[config.mk]
export PLATFORM = sky130hd
export DESIGN_NAME = lot_access_ctrl_flat
export DESIGN_NICKNAME = d
export VERILOG_FILES = /design/src/rtl/lot_pkg.sv /design/src/rtl/lot_access_ctrl_if.sv /design/src/rtl/occ_counter.sv /design/src/rtl/lot_access_ctrl.sv /design/src/flat_wrapper.sv
export SDC_FILE = /design/constraint.sdc
export NUM_CORES = 1
export LEC_CHECK = 0
export ABC_CLOCK_PERIOD_IN_PS = 2200
export BUFFER_PORTS_ARGS = -buffer_cell sky130_fd_sc_hd__buf_2
export CAP_MARGIN = 20
export CELL_PAD_IN_SITES_DETAIL_PLACEMENT = 0
export CELL_PAD_IN_SITES_GLOBAL_PLACEMENT = 1
export CORE_ASPECT_RATIO = 0.6
export CORE_MARGIN = 5
export CORE_UTILIZATION = 41
export DETAILED_ROUTE_END_ITERATION = 10
export PLACE_DENSITY = 0.88
export SYNTH_ARGS = -nofsm -noshare
export SYNTH_HDL_FRONTEND = slang
export SYNTH_SLANG_ARGS = --single-unit
export TNS_END_PERCENT = 10
[constraint.sdc]
create_clock -name clk -period 2.2 [get_ports clk]
set_input_delay 0.33 -clock clk [delete_from_list [all_inputs] [get_ports clk]]
set_output_delay 0.33 -clock clk [all_outputs]
set_load 0.05 [all_outputs]
[src/rtl/lot_pkg.sv]
`default_nettype none
// ============================================================================
// Module      : lot_pkg
// Description : Shared FSM state encoding and default parameters for the
//               parking-lot barrier controller.
// Revision    : 1.0 - initial release
// ============================================================================
package lot_pkg;

    localparam int DEF_CAPACITY     = 16;
    localparam int DEF_OPEN_TIMEOUT = 1000;
    localparam int DEF_CLOSE_CYCLES = 4;

    // Barrier controller states, explicitly encoded on two bits
    typedef enum logic [1:0] {
        ST_IDLE     = 2'd0,
        ST_OPEN_IN  = 2'd1,
        ST_OPEN_OUT = 2'd2,
        ST_CLOSING  = 2'd3
    } lot_state_e;

endpackage : lot_pkg
`default_nettype wire

[src/rtl/lot_access_ctrl_if.sv]
`default_nettype none
// ============================================================================
// Module      : lot_access_ctrl_if
// Description : Request / detector / barrier-status bundle of the lot
//               controller. The controller uses the slave view, the
//               environment driving requests and detector pulses the master.
// Revision    : 1.0 - initial release
// ============================================================================
interface lot_access_ctrl_if #(
    parameter int CNT_W = 5
);
    logic             entry_req;
    logic             exit_req;
    logic             car_in;
    logic             car_out;
    logic             gate_open;
    logic             grant_entry;
    logic             grant_exit;
    logic [CNT_W-1:0] count;
    logic             full;
    logic             empty;
    logic             timeout_err;
    logic             count_err;

    modport slave (
        input  entry_req, exit_req, car_in, car_out,
        output gate_open, grant_entry, grant_exit, count, full, empty,
               timeout_err, count_err
    );

    modport master (
        output entry_req, exit_req, car_in, car_out,
        input  gate_open, grant_entry, grant_exit, count, full, empty,
               timeout_err, count_err
    );

endinterface : lot_access_ctrl_if
`default_nettype wire

[src/rtl/occ_counter.sv]
`default_nettype none
// ============================================================================
// Module      : occ_counter
// Description : Saturating up/down occupancy counter. Simultaneous up and
//               down cancel; an update past either bound holds the count and
//               raises a one-cycle error pulse.
// Revision    : 1.0 - initial release
// ============================================================================
module occ_counter #(
    parameter int CAPACITY = 16,
    parameter int CNT_W    = $clog2(CAPACITY + 1)
) (
    input  wire logic             clk,
    input  wire logic             rst,
    input  wire logic             inc,
    input  wire logic             dec,
    output logic      [CNT_W-1:0] count,
    output logic                  full,
    output logic                  empty,
    output logic                  count_err
);

    localparam logic [CNT_W-1:0] c_cap = CNT_W'(CAPACITY);

    logic [CNT_W-1:0] count_d, count_q;
    logic             err_d, err_q;

    // Next count: cancel on both, saturate and flag at either bound
    always_comb begin
        count_d = count_q;
        err_d   = 1'b0;
        if (inc && !dec) begin
            if (count_q == c_cap) begin
                err_d = 1'b1;
            end else begin
                count_d = count_q + CNT_W'(1);
            end
        end else if (dec && !inc) begin
            if (count_q == '0) begin
                err_d = 1'b1;
            end else begin
                count_d = count_q - CNT_W'(1);
            end
        end
    end

    // Count and error pulse registers
    always_ff @(posedge clk) begin
        if (rst) begin
            count_q <= '0;
            err_q   <= 1'b0;
        end else begin
            count_q <= count_d;
            err_q   <= err_d;
        end
    end

    assign count     = count_q;
    assign full      = (count_q == c_cap);
    assign empty     = (count_q == '0);
    assign count_err = err_q;

endmodule : occ_counter
`default_nettype wire

[src/rtl/lot_access_ctrl.sv]
`default_nettype none
// ============================================================================
// Module      : lot_access_ctrl
// Description : Single-barrier parking-lot access controller. Arbitrates
//               entry/exit requests round-robin, holds the barrier open until
//               the matching passage or a timeout, enforces a closing guard
//               time and tracks occupancy.
// Revision    : 1.0 - initial release
// ============================================================================
module lot_access_ctrl
    import lot_pkg::*;
#(
    parameter int CAPACITY     = DEF_CAPACITY,
    parameter int OPEN_TIMEOUT = DEF_OPEN_TIMEOUT,
    parameter int CLOSE_CYCLES = DEF_CLOSE_CYCLES,
    parameter int CNT_W        = $clog2(CAPACITY + 1)
) (
    input  wire logic         clk,
    input  wire logic         rst,
    lot_access_ctrl_if.slave  bus
);

    // One timer serves both the open timeout and the closing guard time
    localparam int c_tmr_max = (OPEN_TIMEOUT > CLOSE_CYCLES) ? OPEN_TIMEOUT : CLOSE_CYCLES;
    localparam int c_tmr_w   = (c_tmr_max > 1) ? $clog2(c_tmr_max) : 1;
    localparam logic [c_tmr_w-1:0] c_open_last  = c_tmr_w'(OPEN_TIMEOUT - 1);
    localparam logic [c_tmr_w-1:0] c_close_last = c_tmr_w'(CLOSE_CYCLES - 1);

    lot_state_e         state_d, state_q;
    logic [c_tmr_w-1:0] tmr_d, tmr_q;
    logic               favour_exit_d, favour_exit_q;
    logic               timeout_d, timeout_q;

    logic [CNT_W-1:0]   w_count;
    logic               w_full;
    logic               w_empty;
    logic               w_count_err;
    logic               w_entry_ok;
    logic               w_pick_exit;

    occ_counter #(
        .CAPACITY (CAPACITY),
        .CNT_W    (CNT_W)
    ) u_occ_counter (
        .clk       (clk),
        .rst       (rst),
        .inc       (bus.car_in),
        .dec       (bus.car_out),
        .count     (w_count),
        .full      (w_full),
        .empty     (w_empty),
        .count_err (w_count_err)
    );

    // Arbitration: an entry needs space; on contention take the side not served last
    always_comb begin
        w_entry_ok  = bus.entry_req && !w_full;
        w_pick_exit = bus.exit_req && (!w_entry_ok || favour_exit_q);
    end

    // Next-state, timer and round-robin update
    always_comb begin
        state_d       = state_q;
        tmr_d         = tmr_q + c_tmr_w'(1);
        favour_exit_d = favour_exit_q;
        timeout_d     = 1'b0;
        case (state_q)
            ST_IDLE: begin
                tmr_d = '0;
                if (w_pick_exit) begin
                    state_d       = ST_OPEN_OUT;
                    favour_exit_d = 1'b0;
                end else if (w_entry_ok) begin
                    state_d       = ST_OPEN_IN;
                    favour_exit_d = 1'b1;
                end
            end
            ST_OPEN_IN: begin
                if (bus.car_in) begin
                    state_d = ST_CLOSING;
                    tmr_d   = '0;
                end else if (tmr_q == c_open_last) begin
                    state_d   = ST_CLOSING;
                    tmr_d     = '0;
                    timeout_d = 1'b1;
                end
            end
            ST_OPEN_OUT: begin
                if (bus.car_out) begin
                    state_d = ST_CLOSING;
                    tmr_d   = '0;
                end else if (tmr_q == c_open_last) begin
                    state_d   = ST_CLOSING;
                    tmr_d     = '0;
                    timeout_d = 1'b1;
                end
            end
            ST_CLOSING: begin
                if (tmr_q == c_close_last) begin
                    state_d = ST_IDLE;
                    tmr_d   = '0;
                end
            end
            default: begin
                state_d = ST_IDLE;
                tmr_d   = '0;
            end
        endcase
    end

    // Controller state registers; reset favours exit on first contention
    always_ff @(posedge clk) begin
        if (rst) begin
            state_q       <= ST_IDLE;
            tmr_q         <= '0;
            favour_exit_q <= 1'b1;
            timeout_q     <= 1'b0;
        end else begin
            state_q       <= state_d;
            tmr_q         <= tmr_d;
            favour_exit_q <= favour_exit_d;
            timeout_q     <= timeout_d;
        end
    end

    assign bus.gate_open   = (state_q == ST_OPEN_IN) || (state_q == ST_OPEN_OUT);
    assign bus.grant_entry = (state_q == ST_OPEN_IN);
    assign bus.grant_exit  = (state_q == ST_OPEN_OUT);
    assign bus.timeout_err = timeout_q;
    assign bus.count       = w_count;
    assign bus.full        = w_full;
    assign bus.empty       = w_empty;
    assign bus.count_err   = w_count_err;

endmodule : lot_access_ctrl
`default_nettype wire

[src/flat_wrapper.sv]
// flat-port wrapper written by rule: the top's interface ports become plain ports
module lot_access_ctrl_flat import lot_pkg::*;
#(
    parameter int CAPACITY     = DEF_CAPACITY,
    parameter int OPEN_TIMEOUT = DEF_OPEN_TIMEOUT,
    parameter int CLOSE_CYCLES = DEF_CLOSE_CYCLES,
    parameter int CNT_W        = $clog2(CAPACITY + 1)
)
  (clk, rst, bus_entry_req, bus_exit_req, bus_car_in, bus_car_out, bus_gate_open, bus_grant_entry, bus_grant_exit, bus_count, bus_full, bus_empty, bus_timeout_err, bus_count_err);
  lot_access_ctrl_if #(.CNT_W(CNT_W)) bus_i ();
  input  wire logic clk;
  input  wire logic rst;
  input wire logic [$bits(bus_i.entry_req)-1:0] bus_entry_req;
  input wire logic [$bits(bus_i.exit_req)-1:0] bus_exit_req;
  input wire logic [$bits(bus_i.car_in)-1:0] bus_car_in;
  input wire logic [$bits(bus_i.car_out)-1:0] bus_car_out;
  output wire logic [$bits(bus_i.gate_open)-1:0] bus_gate_open;
  output wire logic [$bits(bus_i.grant_entry)-1:0] bus_grant_entry;
  output wire logic [$bits(bus_i.grant_exit)-1:0] bus_grant_exit;
  output wire logic [$bits(bus_i.count)-1:0] bus_count;
  output wire logic [$bits(bus_i.full)-1:0] bus_full;
  output wire logic [$bits(bus_i.empty)-1:0] bus_empty;
  output wire logic [$bits(bus_i.timeout_err)-1:0] bus_timeout_err;
  output wire logic [$bits(bus_i.count_err)-1:0] bus_count_err;
  assign bus_i.entry_req = bus_entry_req;
  assign bus_i.exit_req = bus_exit_req;
  assign bus_i.car_in = bus_car_in;
  assign bus_i.car_out = bus_car_out;
  assign bus_gate_open = bus_i.gate_open;
  assign bus_grant_entry = bus_i.grant_entry;
  assign bus_grant_exit = bus_i.grant_exit;
  assign bus_count = bus_i.count;
  assign bus_full = bus_i.full;
  assign bus_empty = bus_i.empty;
  assign bus_timeout_err = bus_i.timeout_err;
  assign bus_count_err = bus_i.count_err;
  lot_access_ctrl #(.CAPACITY(CAPACITY), .OPEN_TIMEOUT(OPEN_TIMEOUT), .CLOSE_CYCLES(CLOSE_CYCLES), .CNT_W(CNT_W)) u_core (.clk(clk), .rst(rst), .bus(bus_i));
endmodule
Yosys cells after proc, flatten, opt, wreduce, memory -nomap -nowiden. Index checks and enable logic that the tools add are counted.

Register bits after elaboration: 20. Output and inout port bits: 12. Logic and storage cells: 62. Input port bits: 6.

Equality and inequality tests: 10. $add $sub $neg: 3. Reduce and logical (&&, ||, !) cells: 17. Muxes and demuxes: 26.

Operators with widths (count): 10-bit two-way mux (4); 10-bit one-hot mux with 4 select lines (1); 5-bit two-way mux (4); 2-bit two-way mux (6); 10-bit by 1-bit adder with 10-bit output (second input constant) (1); 10-bit equality test (second input constant) (1); 10-bit by 2-bit equality test with 1-bit output (second input constant) (1); 1-bit two-way mux (9); 2-bit one-hot mux with 4 select lines (1); 5-bit by 1-bit adder with 5-bit output (second input constant) (1); 5-bit equality test (second input constant) (1); 5-bit logical NOT (1); 5-bit by 1-bit subtractor with 5-bit output (second input constant) (1); 2-bit equality test (second input constant) (2); 1-bit logical AND (4); 1-bit logical NOT (4); 2-bit by 1-bit inequality test with 1-bit output (second input constant) (2); 2-bit AND reduction (2); 2-bit nonzero test (2); 3-bit by 1-bit inequality test with 1-bit output (second input constant) (1); 3-bit AND reduction (1); 2-bit by 1-bit equality test with 1-bit output (second input constant) (1); 2-bit logical NOT (1); 1-bit logical OR (2); other kinds (2) (2).

Depth between registers and ports, before layout.
Depth after elaboration: 8. Gate-level depth with buffers: 7. Mapped depth without buffers: 7.

By module. From an unflattened synthesis, not the netlist that was laid out.

Cell total of the unflattened synthesis: 133. Area, all modules: 1227.4 um2.

Modules (own cells, without submodules): lot_access_ctrl (times used 1, area each 773.2 um2, seq. area each 280.3 um2, cells each 84); occ_counter (times used 1, area each 454.2 um2, seq. area each 120.1 um2, cells each 49).

Worst setup path before layout. Ideal clock, no wire load.

Kind: register to output. From: register u_core.u_occ_counter.count_q[0], in the netlist u_core.u_occ_counter.count[0]. To: output port bus_empty. Path buffers: 0. Data required time: 1870 ps. Arrival time: 1842 ps. Path slack: 28 ps. Stages on the path, launching flop included: 3. Path through: dfxtp_1 or4_1 nor2_1.

Cells in the longest elaborated chain, start to end: 1.

Ends and longest elaborated chain: start, declared (RTL line occ_counter.sv:25) `logic [CNT_W-1:0] count_d, count_q;`; start signal, assigned (RTL line occ_counter.sv:53) `count_q <= count_d;`; 5-bit logical NOT (RTL line occ_counter.sv:60) `assign empty = (count_q == '0);`; end, declared (RTL line flat_wrapper.sv:22) `output wire logic [$bits(bus_i.empty)-1:0] bus_empty;`.

Every way passes these cells.

Worst setup path after layout.
From: register u_core.tmr_q[0]. To: register u_core.state_q[0].

Cells in the longest elaborated chain, start to end: 4. Elaborated cells on any way between the ends: 8. Those cells by class: eq/ne (3); mux (4); reduce/logical (1).

Ends and longest elaborated chain: start, declared (RTL line lot_access_ctrl.sv:30) `logic [c_tmr_w-1:0] tmr_d, tmr_q;`; start signal, assigned (RTL line lot_access_ctrl.sv:120) `tmr_q <= tmr_d;`; 10-bit equality test (RTL line lot_access_ctrl.sv:82, lot_access_ctrl.sv:92); 2-bit two-way mux; 2-bit two-way mux, on equally long branches; 2-bit one-hot mux with 4 select lines; end signal, assigned (RTL line lot_access_ctrl.sv:119) `state_q <= state_d;`; end, declared (RTL line lot_access_ctrl.sv:29) `lot_state_e state_d, state_q;`.

Several ways; a longest one is shown, not always the timed one. A chain may end at the register's enable or synchronous reset.

==> run_results.csv <==
group,metric,value,unit
cts,cts.clk_slew.worst_paths,70,ps
die,chipWidth,78.8,um
setup_path,path_delay_family,"compound AO/OA/AOI/OAI gates",
yosys,avgSynthCellArea,8.68,um^2
grt,overflow,0,
timing,clock_skew,2.57,ps
die,die-area,0.00404,mm^2
setup_path,worstPathArrival,2190,ps
yosys,ys_warn_count,0,
layout,syn2layout_area_growth,14.8,%
yosys,ys_seq_elements,20,
setup_path,critPathBufInv,0,
routing,finalWirelength,2.60,mm
layout,finish.net_count,168,
layout,multi_input_area,744,um^2
timing,setup_violations,0,
yosys,syn-num-nets,149,
cts,cts_buffers,3,
grt,grt_pass1_wl,4.53,mm
power,finalPower,0.00151,W
timing,maxSlewHeadroom,64.2,%
placement,io_buffers,17,
layout,regArea,400,um^2
placement,dp_hpwl,2.01,mm
power,p_leak,0.522,nW
cts,htree_levels,1,
timing,fmax,487,MHz
setup_path,crit_path_start_kind,"flip-flop",
yosys,postSynthCellCount,134,
timing,worst_pin_slew,533,ps
timing,final.period_utilization,93.4,%
layout,fillerInstances,263,
setup_path,path_class,"flip-flop to flip-flop",
die,die_y,51.3,um
die,rows,15,
grt,met2_usage,23.4,%
grt,antenna_found_initial,0,
cts,root_buffer,"clkbuf_8",
outcome,status,"complete, no violations",
routing,vias,1025,
cts,clkLatencyLatePin,250,ps
grt,top_usage_layer,"met2",
layout,antenna_cells,0,
setup_path,crit_chain,"ha_1 -> or3b_1 -> o41a_1 -> o41ai_1",
routing,dr.pass1.iters,4,
grt,met3_usage,1.58,%
yosys,async_flop_share,0,%
cts,cts_buffer_depth,2,
setup_path,slowest_delay,490,ps
placement,place_congestion,0.811,
timing,min_period,2050,ps
grt,met1_usage,19.2,%
setup_path,cp_max_fo,5,
power,pwr_density_cell,1130,mW/mm^2
power,peakVddDrop,0.000392,V
setup_path,critPathRequiredTime,2330,ps
timing,hold_violations,0,
worst_hold_path,hold_class,"primary input to flip-flop",
cts,clkSinkCount,20,
setup_path,endpoint_kind,"flip-flop",
yosys,synth_top_flop_cell,"dfxtp_1",
run,max-cap-violations,0,
cts,cts_tree,"done",
die,io_pins,18,
setup_path,cp_slowest_cell,"o41a_1",
routing,drcViolationCount,0,
yosys,syn_area,0.00116,mm^2
die,initial_core_util,41.6,%
yosys,synth_edf_count,0,
yosys,ys_types,39,
yosys,synth-seq-area-share,34.4,%
grt,grt_pass1_vias,1023,
cts,hold_buffers,0,
timing,rsz0062_at_grt,"false",
grt,track_usage,14.1,%
layout,drive_above_1_share,17.2,%
grt,grt_max_degree,14,
die,core-area,0.00280,mm^2
routing,wl_per_cell,14.1,um
timing,drv_slew,0,
routing,final_antenna_net_count,0,
timing,tns,0,ps
routing,drt-initial-drc-count,127,
routing,via_per_inst,5.54,
==> through the flow <==
| step | area, um^2 | cells | utilization (%) | hold slack, ps | setup slack (ps) |
|---|---|---|---|---|---|
| floorplan | 1160 | 134 | - | 417 | 28.2 |
| global placement | 1280 | 182 | 45.8 | 430 | 117 |
| detailed placement | 1280 | 182 | 45.8 | 434 | 86.6 |
| CTS | 1320 | 185 | 47.2 | 401 | 101 |
| global route | 1340 | 185 | 47.8 | 432 | 53.4 |
| finish | 1340 | 185 | 47.8 | 405 | 145 |
==> timing repair <==
item	CTS	global route
setup endpoints to repair	0	4
buffers inserted	0	0
resized for setup	0	2
==> power by group <==
group	leakage [nW]	total (W)	internal [W]	switching, W
Sequential	0.163	0.000474	0.000409	0.0000650
Combinational	0.337	0.000802	0.000246	0.000556
Clock	0.0216	0.000231	0.000122	0.000110
==> final cells by class <==
class | instances | share of cell area [%]
Clock buffer | 3 | 3.09
Inverter | 6 | 1.69
Tap cell | 34 | 3.18
Sequential cell | 20 | 30.0
Timing Repair Buffer | 17 | 6.37
Multi-Input combinational cell | 105 | 55.7
==> worst reg2reg max path, cell delays in order (launching register included) <==
cell     delay, ps
dfxtp_1        380
ha_1           220
or3b_1         420
o41a_1         490
o41ai_1        430
==> Yosys cell counts (all sizes together), types with 2 or more instances <==
library cell / n / area (um^2)
a21o: 5 / 37.5
a21oi: 7 / 38.8
clkbuf: 2 / 7.51
dfxtp: 20 / 400
ha: 8 / 100
inv: 6 / 22.5
nand2: 7 / 26.3
nand3: 3 / 15.0
nand4: 2 / 12.5
nor2: 10 / 37.5
nor2b: 3 / 18.8
nor3: 17 / 85.1
nor3b: 2 / 15.0
nor4: 3 / 25.0
o21ai: 6 / 30.0
o22ai: 2 / 12.5
o41ai: 2 / 17.5
or4: 2 / 15.0
xnor2: 7 / 61.3
xor2: 3 / 26.3
==> flip-flops by register name, summed over array words and instances, names as in the netlist <==
signal,flops
u_core.tmr_q,10
u_core.u_occ_counter.count,5
u_core.state_q,2
u_core.bus.timeout_err,1
u_core.favour_exit_q,1
u_core.u_occ_counter.count_err,1
==> layer usage <==
metal	vias to the layer above	part of all wire (%)
met5	-	0
met1	491	51
met4	0	0.92
met3	2	3.8
met2	12	45
li1	520	-
==> kinds of logic after synthesis <==
| logic type | synth area share (%) |
|---|---|
| compound gates | 16.2 |
| flops | 34.4 |
| fa+ha+maj | 10.3 |
| mux | 2.80 |
| xor+xnor | 7.53 |
| simple gates | 25.8 |
| buf+inv | 2.90 |
==> layout by cell type (no fill, tap or decap), types with 2 or more instances in the layout <==
master,count
nor2_1,10
dfxtp_1,20
nor3b_1,2
a21oi_1,6
xnor2_1,7
xor2_1,3
o22ai_1,2
nand3_1,3
or4_1,2
a21o_1,5
nand4_1,2
o21ai_0,6
clkbuf_8,3
ha_1,8
nor4_1,2
inv_1,6
nand2_1,7
nor2b_1,3
buf_2,17
nor3_1,17
==> worst paths after layout <==
| check | start | to | slack (ps) | depth (start not counted) |
|---|---|---|---|---|
| hold reg to reg | u_core.favour_exit_q | u_core.favour_exit_q | 460 | 1 |
| hold / removal | rst | u_core.u_occ_counter.count[4] | 400 | 2 |
| setup / recovery | u_core.tmr_q[0] | u_core.state_q[0] | 150 | 4 |
| setup reg to reg | u_core.tmr_q[0] | u_core.state_q[0] | 150 | 4 |
(Power assumes the default switching activity.)
